<file path="src/rtl/vga_timing.sv">
// vga_timing: pixel-clock divider, x/y raster counters and registered sync/blank/colour decode
//   clk         in   system clock, all state changes on its rising edge
//   reset       in   asynchronous active-low reset
//   rgb_in      in   8-bit colour for the current x,y from the renderer
//   pattern_en  in   selects the built-in colour-bar pattern (only with VGA_TIMING_TESTPAT_EN)
//   x, y        out  11-bit pixel column / line counters
//   pixel_tick  out  one-clk strobe on the last divider count of each pixel
//   hsync/vsync out  active-low sync pulses
//   video_on    out  high while the displayed pixel is visible
//   rgb_out     out  colour to the DAC, 0 during blanking
//   frame_start out  one-clk pulse on the tick where x and y both wrap
// Optional feature macro: VGA_TIMING_TESTPAT_EN
module vga_timing #(
  parameter int CLK_DIV   = 4,
  parameter int H_VISIBLE = 640,
  parameter int H_FP      = 16,
  parameter int H_SYNC    = 96,
  parameter int H_BP      = 48,
  parameter int V_VISIBLE = 480,
  parameter int V_FP      = 10,
  parameter int V_SYNC    = 2,
  parameter int V_BP      = 33
) (
  input  logic        clk,
  input  logic        reset,
  input  logic [7:0]  rgb_in,
`ifdef VGA_TIMING_TESTPAT_EN
  input  logic        pattern_en,
`endif
  output logic [10:0] x,
  output logic [10:0] y,
  output logic        pixel_tick,
  output logic        hsync,
  output logic        vsync,
  output logic        video_on,
  output logic [7:0]  rgb_out,
  output logic        frame_start
);
  localparam int H_TOTAL = H_VISIBLE + H_FP + H_SYNC + H_BP;
  localparam int V_TOTAL = V_VISIBLE + V_FP + V_SYNC + V_BP;
  localparam int DIV_W   = $clog2(CLK_DIV);
  logic [DIV_W-1:0] div_q, div_d;
  logic [10:0] x_q, x_d, y_q, y_d;
  logic hs_q, hs_d, vs_q, vs_d, vo_q, vo_d;
  logic [7:0] rgb_q, rgb_d, pix;
  logic x_end, y_end, vis;
  always_comb begin
    pixel_tick  = div_q == DIV_W'(CLK_DIV - 1);
    x_end       = x_q == 11'(H_TOTAL - 1);
    y_end       = y_q == 11'(V_TOTAL - 1);
    frame_start = pixel_tick && x_end && y_end;
    div_d       = pixel_tick ? '0 : div_q + DIV_W'(1);
    x_d         = !pixel_tick ? x_q : x_end ? 11'd0 : x_q + 11'd1;
    y_d         = !(pixel_tick && x_end) ? y_q : y_end ? 11'd0 : y_q + 11'd1;
    vis         = (x_q < 11'(H_VISIBLE)) && (y_q < 11'(V_VISIBLE));
`ifdef VGA_TIMING_TESTPAT_EN
    // bar index x[8:6] expands to a 3-3-2 colour: {00,03,1C,1F,E0,E3,FC,FF}
    pix = pattern_en ? {{3{x_q[8]}}, {3{x_q[7]}}, {2{x_q[6]}}} : rgb_in;
`else
    pix = rgb_in;
`endif
    // decode uses the pre-increment position, so outputs trail x,y by one pixel
    hs_d  = pixel_tick ? !((x_q >= 11'(H_VISIBLE + H_FP)) && (x_q < 11'(H_VISIBLE + H_FP + H_SYNC))) : hs_q;
    vs_d  = pixel_tick ? !((y_q >= 11'(V_VISIBLE + V_FP)) && (y_q < 11'(V_VISIBLE + V_FP + V_SYNC))) : vs_q;
    vo_d  = pixel_tick ? vis : vo_q;
    rgb_d = pixel_tick ? (vis ? pix : 8'h00) : rgb_q;
  end
  always_ff @(posedge clk or negedge reset) begin
    if (!reset) begin
      div_q <= '0;
      x_q   <= '0;
      y_q   <= '0;
      hs_q  <= 1'b1;
      vs_q  <= 1'b1;
      vo_q  <= 1'b0;
      rgb_q <= '0;
    end else begin
      div_q <= div_d;
      x_q   <= x_d;
      y_q   <= y_d;
      hs_q  <= hs_d;
      vs_q  <= vs_d;
      vo_q  <= vo_d;
      rgb_q <= rgb_d;
    end
  end
  assign x        = x_q;
  assign y        = y_q;
  assign hsync    = hs_q;
  assign vsync    = vs_q;
  assign video_on = vo_q;
  assign rgb_out  = rgb_q;
endmodule

</file>
<file path="config.mk">
export PLATFORM = sky130hd
export DESIGN_NAME = vga_timing
export DESIGN_NICKNAME = d
export VERILOG_FILES = /design/src/rtl/vga_timing.sv
export SDC_FILE = /design/constraint.sdc
export NUM_CORES = 1
export LEC_CHECK = 0
export ABC_CLOCK_PERIOD_IN_PS = 1550
export CELL_PAD_IN_SITES_DETAIL_PLACEMENT = 0
export CELL_PAD_IN_SITES_GLOBAL_PLACEMENT = 1
export CORE_ASPECT_RATIO = 0.8
export CORE_UTILIZATION = 30
export DETAILED_ROUTE_END_ITERATION = 10
export PLACE_DENSITY = 0.75
export RECOVER_POWER = 25
export SYNTH_ARGS = -nofsm -noshare
export SYNTH_HDL_FRONTEND = slang
export SYNTH_SLANG_ARGS = --single-unit
</file>
<file path="constraint.sdc">
create_clock -name clk -period 1.55 [get_ports clk]
set_input_delay 0.31 -clock clk [delete_from_list [all_inputs] [get_ports clk]]
set_output_delay 0.31 -clock clk [all_outputs]
set_load 0.03 [all_outputs]
</file>
==> impl_metrics.toml, run 1 <==
[cells_and_area]
syn2layout_area_growth_pct = 63.07
drive_above_1_share_pct = 38.31
nets = 274
diodes = 0
nFillCells = 514
multi_input_area_um2 = 942.2
seqCellArea_um2 = 890.9
final_util_pct = 51.70

[power_and_ir_drop]
power_density_mw_per_mm2 = 635.5
ir_drop_v = 0.0002975
power_w = 0.001815
p_leak_nw = 1.295
seq_power_share_pct = 51.2
power.switching_w = 0.0003719
clkPwrFrac_pct = 44.0
p_sw_share_pct = 20.49
internal_power_w = 0.001443
comb_power_share_pct = 4.8

[drt]
postRouteAntennaNets = 0
dr_wl_met2_mm = 2.152
wirelength_met1_mm = 2.272
wl_met3_um = 263
wirelength_mm = 4.727
vias_per_cell = 4.938
wire_per_inst_um = 13.94
first_pass_iters = 4
num_vias = 1674
routed.top_layer = "met4"
remaining_drc_errors = 0
drt-initial-drc-count = 95

[critical_path]
cp_max_fo = 7
required_ns = 1.73
end_kind = "register"
cp_cell_sequence = "inv_2 -> ha_4 -> nor4b_4 -> nand3_2 -> buf_4 -> buf_6 -> buf_6 -> buf_6 -> or4b_4 -> o21ai_2"
cpPeakStageDelay_ns = 0.41
worst_path_max_delay_cell = "dfrtp_2"
crit_top_cell = "buf_6"
cp.arrival_ns = 1.99
path_class = "register to register"
crit_path_start_kind = "register"

[status]
violations = "setup timing"
outcome = "finished with violations"

[synth]
postSynthCellCount = 170
ys_top_cells_by_area = "dfrtp_1 47%, a22o_1 4.0%, dfstp_2 3.0%, xnor2_1 3.0%, ha_1 2.9%"
synth_area_mm2 = 0.001752
synth_edf_count = 0
yosysUniqueCellTypes = 37
synth_nets = 184
ys_top_cells_by_count = "33 x dfrtp_1, 11 x nor2_1, 10 x nand2_1, 10 x nand3_1, 9 x inv_1"
yosys.area.top_type = "dfrtp_1"
synth_flop_cell = "dfrtp_1"
synth-seq-cells = 35
yosysSeqAreaShare_pct = 50.14
synth_top_cell_area_share_pct = 47.14
yosysMostFrequentCell = "dfrtp_1"
syn_avg_cell_area_um2 = 10.30
synth_async_sr_flop_share_pct = 100.0
yosysWarnings = 0

[global_routing]
grt_pass1_vias = 1675
grt_overflow = 0
antenna_found_initial = 0
grt_pass1_wl_mm = 7.838
track_usage_pct = 16.72
grt_max_degree = 36

[clock_network]
htree_levels = 2
cts_buffers = 5
clock_latency_ns = 0.28
cts_tree = "built"
clk_pin_slew_ns = 0.07
clockBufferDepth = 2
root_buffer = "clkbuf_8"
clock-sinks = 35

[sta]
drv_slew = 0
setup_viol = 11
worst_pin_slew_ns = 0.8761
period_needed_ns = 1.811
fin_crit_sh_pct = 116.9
relSlewSlack_pct = 41.59
setup_ws_ns = -0.2614
rsz0062_at_grt = "true"
skew_ns = 0.004941
clock.fmax_mhz = 552.1
hold_violations = 0

[floorplanning]
die_x_um = 87.43
die_h_um = 70.35
io_pins = 45
core-area_mm2 = 0.005525
dieArea_mm2 = 0.006150
num_rows = 24
start_util_pct = 31.70

[run]
maxCapViolCount = 0

[worst_hold_path]
hold_class = "register to register"

[place]
place_congestion = 0.8167
hpwl_mm = 3.221
io_buffers = 44
## layer usage
layer  global-route usage, %  vias to the layer above
li1                        -                      794
met1                   23.07                      824
met2                   25.00                       51
met3                   4.728                        5
met4                   5.647                        0
met5                       0                        -
## through the flow
stage | instances | worst slack, ns | instance area (um^2) | TNS, ns | hold WS (ns)
floorplan | 170 | -0.1870 | 1849 | -0.5144 | 0.01441
global placement | 319 | -0.04178 | 2589 | -0.1722 | 0.4303
detailed placement | 319 | -0.09213 | 2589 | -0.5713 | 0.4433
CTS | 335 | -0.2542 | 2766 | -0.5682 | 0.3993
global route | 339 | -0.3467 | 2856 | -3.379 | 0.5152
finish | 339 | -0.2614 | 2856 | -2.436 | 0.4915
## timing repair
action | CTS | global route
hold buffers | 0 | 0
resized for setup | 50 | 24
gates cloned | 1 | 0
setup endpoints to repair | 47 | 29
buffers inserted | 8 | 5
pin swaps | 5 | 4
## critical path: cells and delay by family, from the launching register on
kind	cells	cell delay [ns]
fa+ha+maj	1	0.13
simple gates	3	0.56
buf+inv	5	0.57
compound gates	1	0.04
flops	1	0.41
## power by group through the flow
stage,Clock (W),Combinational (W),Sequential (W)
final,0.000799,0.0000872,0.000929
after global routing,0.000869,0.0000955,0.000930
after CTS,0.000831,0.0000958,0.000929
after detailed placement,0,0.000104,0.000946
after global placement,0,0.000102,0.000947
after floorplan,0,0.0000102,0.000968
## cell families (layout without fill, tap and decap cells)
logic type | count (synthesis) | after routing | synth area share (%)
buffers and inverters | 18 | 109 | 4.500
muxes | 4 | 4 | 2.286
and+or+nand+nor | 68 | 68 | 24.43
DFF | 35 | 35 | 50.14
AOI/OAI and AO/OA | 33 | 33 | 11.79
xor gates and xnor gates | 8 | 8 | 4.000
adders and majority gates | 4 | 4 | 2.857
## final timing paths
check / from / to / slack [ns] / cells after the start
worst max-delay path: y[0] / y[7] / -0.26 / 10
worst min-delay path: video_on / video_on / 0.49 / 1
worst max register to register: y[0] / y[7] / -0.26 / 10
worst min register to register: video_on / video_on / 0.49 / 1
max in group asynchronous: reset / x[1] / 0.27 / 2
min in group asynchronous: reset / y[7] / 0.68 / 2
## final cells by class
class,count,share of cell area (%)
Multi-Input combinational cell,117,32.98
Sequential cell,35,31.19
Timing Repair Buffer,92,27.51
Tap cell,78,3.417
Clock buffer,7,2.672
Inverter,9,1.183
Clock inverter,1,1.051
## registers in the layout, indices dropped and copies added (netlist names)
register and count:
rgb_out 8, vsync 1, y 11, video_on 1, hsync 1, div_q 2
x 11
## layout by cell type (no fill, tap or decap), types with 5 or more instances in the layout
cell type / n
nand3_1: 9
dfrtp_1: 23
clkbuf_8: 5
buf_4: 42
nor2_1: 9
xnor2_1: 6
nand2_1: 10
and3_1: 5
dfrtp_2: 10
nand4_1: 7
o21ai_1: 6
dlygate4sd2_1: 27
clkdlybuf4s50_1: 8
inv_1: 7
buf_6: 7
a22o_1: 8
(Power assumes the default switching activity.)
==> inputs of run 2 (changes only) <==
MAX_ROUTING_LAYER = met4   (was unset)
==> run 2 against run 1 <==
Net effect: the run still ends with setup timing left; non-clock buffer count fell by 1; sequential share of layout area up 0.22 points; total power barely moved; critical path depth is 4 lower; cell count shrank 0.29%; core utilization is 0.36 points lower; critical endpoint is now frame_start.
==> impl_metrics.toml, run 2 (synthesized netlist as in run 1, its figures left out) <==
[global_routing]
grt_max_degree = 36
grt_pass1_wl_mm = 7.852
track_usage_pct = 17.24
grt_overflow = 0
grt_pass1_vias = 1670
antenna_found_initial = 0

[cells_and_area]
final_util_pct = 51.34
drive_above_1_share_pct = 37.69
diodes = 0
final_cell_mix = "42 x buf_4, 27 x dlygate4sd2_1, 23 x dfrtp_1"
final_common_cell = "buf_4"
syn2layout_area_growth_pct = 61.93
nets = 273

[worst_hold_path]
min_from = "video_on"
min_path_cells = 1
hold_class = "register to register"
hold_end = "video_on"

[sta]
hold_violations = 0
drv_slew = 0
clock.fmax_mhz = 552.9
relSlewSlack_pct = 41.50
fin_hold_ws_ns = 0.4916
period_needed_ns = 1.809
worst_pin_slew_ns = 0.8775
fin_crit_sh_pct = 116.7
setup_viol = 11
rsz0062_at_grt = "true"
skew_ns = 0.005673
setup_ws_ns = -0.2588

[clock_network]
clock-sinks = 35
cts_tree = "built"
clk_pin_slew_ns = 0.07
clockBufferDepth = 2
cts_hold_buf = 0
htree_levels = 2
cts_buffers = 5
root_buffer = "clkbuf_8"
clock_latency_ns = 0.28

[critical_path]
startpoint = "y[0]"
worst_path_max_delay_cell = "dfrtp_2"
cp.arrival_ns = 1.50
cp_max_fo = 2
r2r_start = "y[0]"
cpPeakStageDelay_ns = 0.41
r2r_end = "y[7]"
cp_cell_sequence = "inv_2 -> ha_4 -> nor4b_4 -> nand3_2 -> nor2_4 -> buf_6"
required_ns = 1.24
worstRegToRegCells = 9
rrSetupSlack_ns = -0.17
crit_path_start_kind = "register"
end_kind = "primary output"
path_class = "register to primary output"

[drt]
remaining_drc_errors = 0
vias_per_cell = 4.914
num_vias = 1661
first_pass_iters = 4
drt-initial-drc-count = 110
wirelength_mm = 4.749
postRouteAntennaNets = 0
wire_per_inst_um = 14.05

[floorplanning]
dieArea_mm2 = 0.006150
die_h_um = 70.35
start_util_pct = 31.70
io_pins = 45
num_rows = 24
core-area_mm2 = 0.005525
die_x_um = 87.43

[place]
io_buffers = 44
hpwl_mm = 3.221
place_congestion = 0.8288

[power_and_ir_drop]
power_density_mw_per_mm2 = 640.4
ir_drop_v = 0.0002976
p_leak_nw = 1.289

[status]
outcome = "finished with violations"
violations = "setup timing"

[run]
maxCapViolCount = 0
-- run 2: changes by cell type in the layout (fill, tap and decap cells not counted), sizes merged --
cell / change
buf: -1
-- run 2: worst max-delay path by stage --
stage,end,slack [ns],depth (start not counted)
global route,frame_start,-0.35,6
finish,frame_start,-0.26,6
CTS,frame_start,-0.25,5
global placement,y[9],-0.04,5
floorplan,frame_start,-0.19,6
detailed placement,y[9],-0.09,5
-- run 2: layer usage --
layer / GRT usage, % / vias up / wire length, um
met5: - / - / 0
met1: 23.44 / 815 / 2303
met4: 5.647 / 0 / 38
li1: - / 792 / -
met2: 24.91 / 49 / 2171
met3: 4.492 / 5 / 235
-- run 2: through the flow --
stage               setup TNS [ns]  cells  setup WS (ns)  power (W)  cell area (um^2)
floorplan                  -0.5144    170        -0.1870  0.0009785              1849
global route                -2.344    338        -0.3469   0.001895              2836
global placement           -0.1722    319       -0.04178   0.001049              2589
finish                      -1.448    338        -0.2588   0.001817              2836
CTS                        -0.5682    335        -0.2542   0.001856              2766
detailed placement         -0.5713    319       -0.09213   0.001050              2589
-- run 2: critical path: cells and delay by family (launching register included) --
kind | cells | cell delay, ns
and+or+nand+nor | 3 | 0.48
DFF | 1 | 0.41
buffers and inverters | 2 | 0.21
adders and majority gates | 1 | 0.13
-- run 2: what timing repair did --
item | CTS | global route
cloned | 1 | 0
pin swaps | 5 | 4
buffers inserted | 8 | 4
endpoints found under the setup margin | 47 | 29
gates resized for setup | 50 | 21
-- run 2: final cells by class --
class	instances	area, um^2
Clock buffer	7	76.32
Multi-Input combinational cell	117	933.4
Timing Repair Buffer	91	774.5
Sequential cell	35	890.9
Inverter	9	33.78
Tap cell	78	97.59
Clock inverter	1	30.03
Fill cell	519	2689
-- run 2: report_power, final --
part	internal (W)	switching, W
clock network	0.000481	0.000319
registers	0.000924	0.00000548
logic	0.0000385	0.0000488
total	0.00144	0.000373
==> inputs of run 3 (changes only) <==
ABC_CLOCK_PERIOD_IN_PS = 1900   (was 1550)
PLACE_DENSITY = 0.72   (was 0.75)
clock period = 1.9 ns   (was 1.55 ns; I/O delays follow)
==> run 3 against run 2 <==
Net effect: design area fell by 10%; critical endpoint unchanged; sequential power down 18%; largest cell class is now flip-flops and latches; routed wire length fell by 8.6%; non-clock buffer count shrank 27; via count down 10%; the run still ends with setup timing left; die area unchanged; critical path type unchanged; setup slack improved by 0.25 ns; register-to-register slack improved by 0.34 ns; global-route usage is 1.3 points lower; critical path depth unchanged.
==> impl_metrics.toml, run 3 (synthesized netlist as in run 1, its figures left out) <==
[clock_network]
root_buffer = "clkbuf_8"
htree_levels = 2
clock_latency_ns = 0.29
clk_pin_slew_ns = 0.08
cts_tree = "built"
clockBufferDepth = 2
cts_hold_buf = 0
cts_buffers = 5
clock-sinks = 35

[sta]
hold_violations = 0
rsz0062_at_grt = "true"
fin_crit_sh_pct = 100.5
period_needed_ns = 1.909
setup_ws_ns = -0.008776
relSlewSlack_pct = 40.13
clock.fmax_mhz = 523.9
skew_ns = 0.008196
worst_pin_slew_ns = 0.8980
drv_slew = 0
setup_viol = 1

[drt]
wirelength_mm = 4.339
remaining_drc_errors = 0
first_pass_iters = 4
num_vias = 1494
vias_per_cell = 4.804
postRouteAntennaNets = 0
wire_per_inst_um = 13.95
drt-initial-drc-count = 71

[global_routing]
grt_max_degree = 36
grt_pass1_vias = 1469
grt_pass1_wl_mm = 7.265
track_usage_pct = 15.90
antenna_found_initial = 0
grt_overflow = 0

[power_and_ir_drop]
p_leak_nw = 1.188
power_w = 0.001374
power_density_mw_per_mm2 = 539.5
ir_drop_v = 0.0002592

[cells_and_area]
post-route-cell-area_mm2 = 0.002546
diodes = 0
drive_above_1_share_pct = 20.60
syn2layout_area_growth_pct = 45.36
final_cell_mix = "31 x clkdlybuf4s50_1, 29 x dfrtp_1, 20 x buf_4"
final_util_pct = 46.08
stdcell_count = 311
final_common_cell = "clkdlybuf4s50_1"
nets = 246

[critical_path]
cp.arrival_ns = 1.53
crit_path_start_kind = "register"
path_class = "register to primary output"
cpPeakStageDelay_ns = 0.42
end_kind = "primary output"
path_delay_family = "simple AND/OR/NAND/NOR gates"
cp_cell_sequence = "inv_2 -> ha_4 -> nor4b_4 -> nand3_2 -> nor2_4 -> buf_6"
worst_path_max_delay_cell = "dfrtp_2"
required_ns = 1.52
cp_max_fo = 2
path_buf_inv = 2

[floorplanning]
core-area_mm2 = 0.005525
die_x_um = 87.43
die_h_um = 70.35
dieArea_mm2 = 0.006150
start_util_pct = 31.70
num_rows = 24
io_pins = 45

[run]
maxCapViolCount = 0

[status]
violations = "setup timing"
outcome = "finished with violations"

[place]
dp.cells = 294
placed_area_mm2 = 0.002355
place_congestion = 0.8351
hpwl_mm = 2.948
io_buffers = 44

[worst_hold_path]
hold_class = "register to register"
run 3: per-layer routing:
metal / vias up / part of all wire (%) / GRT usage, %
met5: - / 0 / -
met4: 0 / 1.0 / 4.918
met3: 5 / 4.1 / 3.783
met2: 30 / 43 / 22.57
met1: 714 / 52 / 22.27
li1: 745 / - / -
run 3: power by group:
| part | leakage [nW] | total [W] | switching (W) | internal, W |
|---|---|---|---|---|
| combinational | 0.709 | 0.0000778 | 0.0000400 | 0.0000378 |
| sequential | 0.437 | 0.000758 | 0.00000433 | 0.000753 |
| clock | 0.0412 | 0.000538 | 0.000282 | 0.000256 |
run 3: metrics by stage:
step | setup slack [ns] | hold WS, ns | TNS, ns
3_3_place_gp | 0.1606 | 0.4235 | 0
2_1_floorplan | 0.03480 | 0.08441 | 0
3_5_place_dp | 0.1093 | 0.4337 | 0
4_1_cts | -0.003566 | 0.4481 | -0.003566
6_report | -0.008776 | 0.4456 | -0.008776
5_1_grt | -0.08282 | 0.4654 | -0.08282
run 3: worst reg2reg max path, stage by stage, from the launching register on:
cell and delay (ns):
dfrtp_2 0.38, buf_4 0.14, ha_1 0.21, and4_1 0.29
nand4_1 0.15, or3b_1 0.36, mux2i_1 0.13
run 3: area by class of cell:
class                      count  area, um^2
clock buffer                   6       72.57
clock inverter                 2       12.51
fill                         560        2979
inverter                       9       33.78
multi-input combinational    117       845.8
sequential                    35       883.3
tap                           78       97.59
timing repair buffer          64       600.6
run 3: final timing paths:
check	slack (ns)	endpoint	start	depth (start not counted)
worst max register to register	0.17	y[10]	y[0]	6
worst max-delay path	-0.009	frame_start	y[0]	6
min in group asynchronous	0.75	rgb_out[3]	reset	2
worst min-delay path	0.45	div_q[0]	div_q[0]	1
worst min register to register	0.45	div_q[0]	div_q[0]	1
max in group asynchronous	0.52	x[6]	reset	2
run 3: timing repair:
item / 4_1_cts / 5_1_grt
endpoints found under the setup margin: 2 / 7
pin swaps: 3 / 2
buffers inserted: 6 / 3
gates resized for setup: 11 / 11
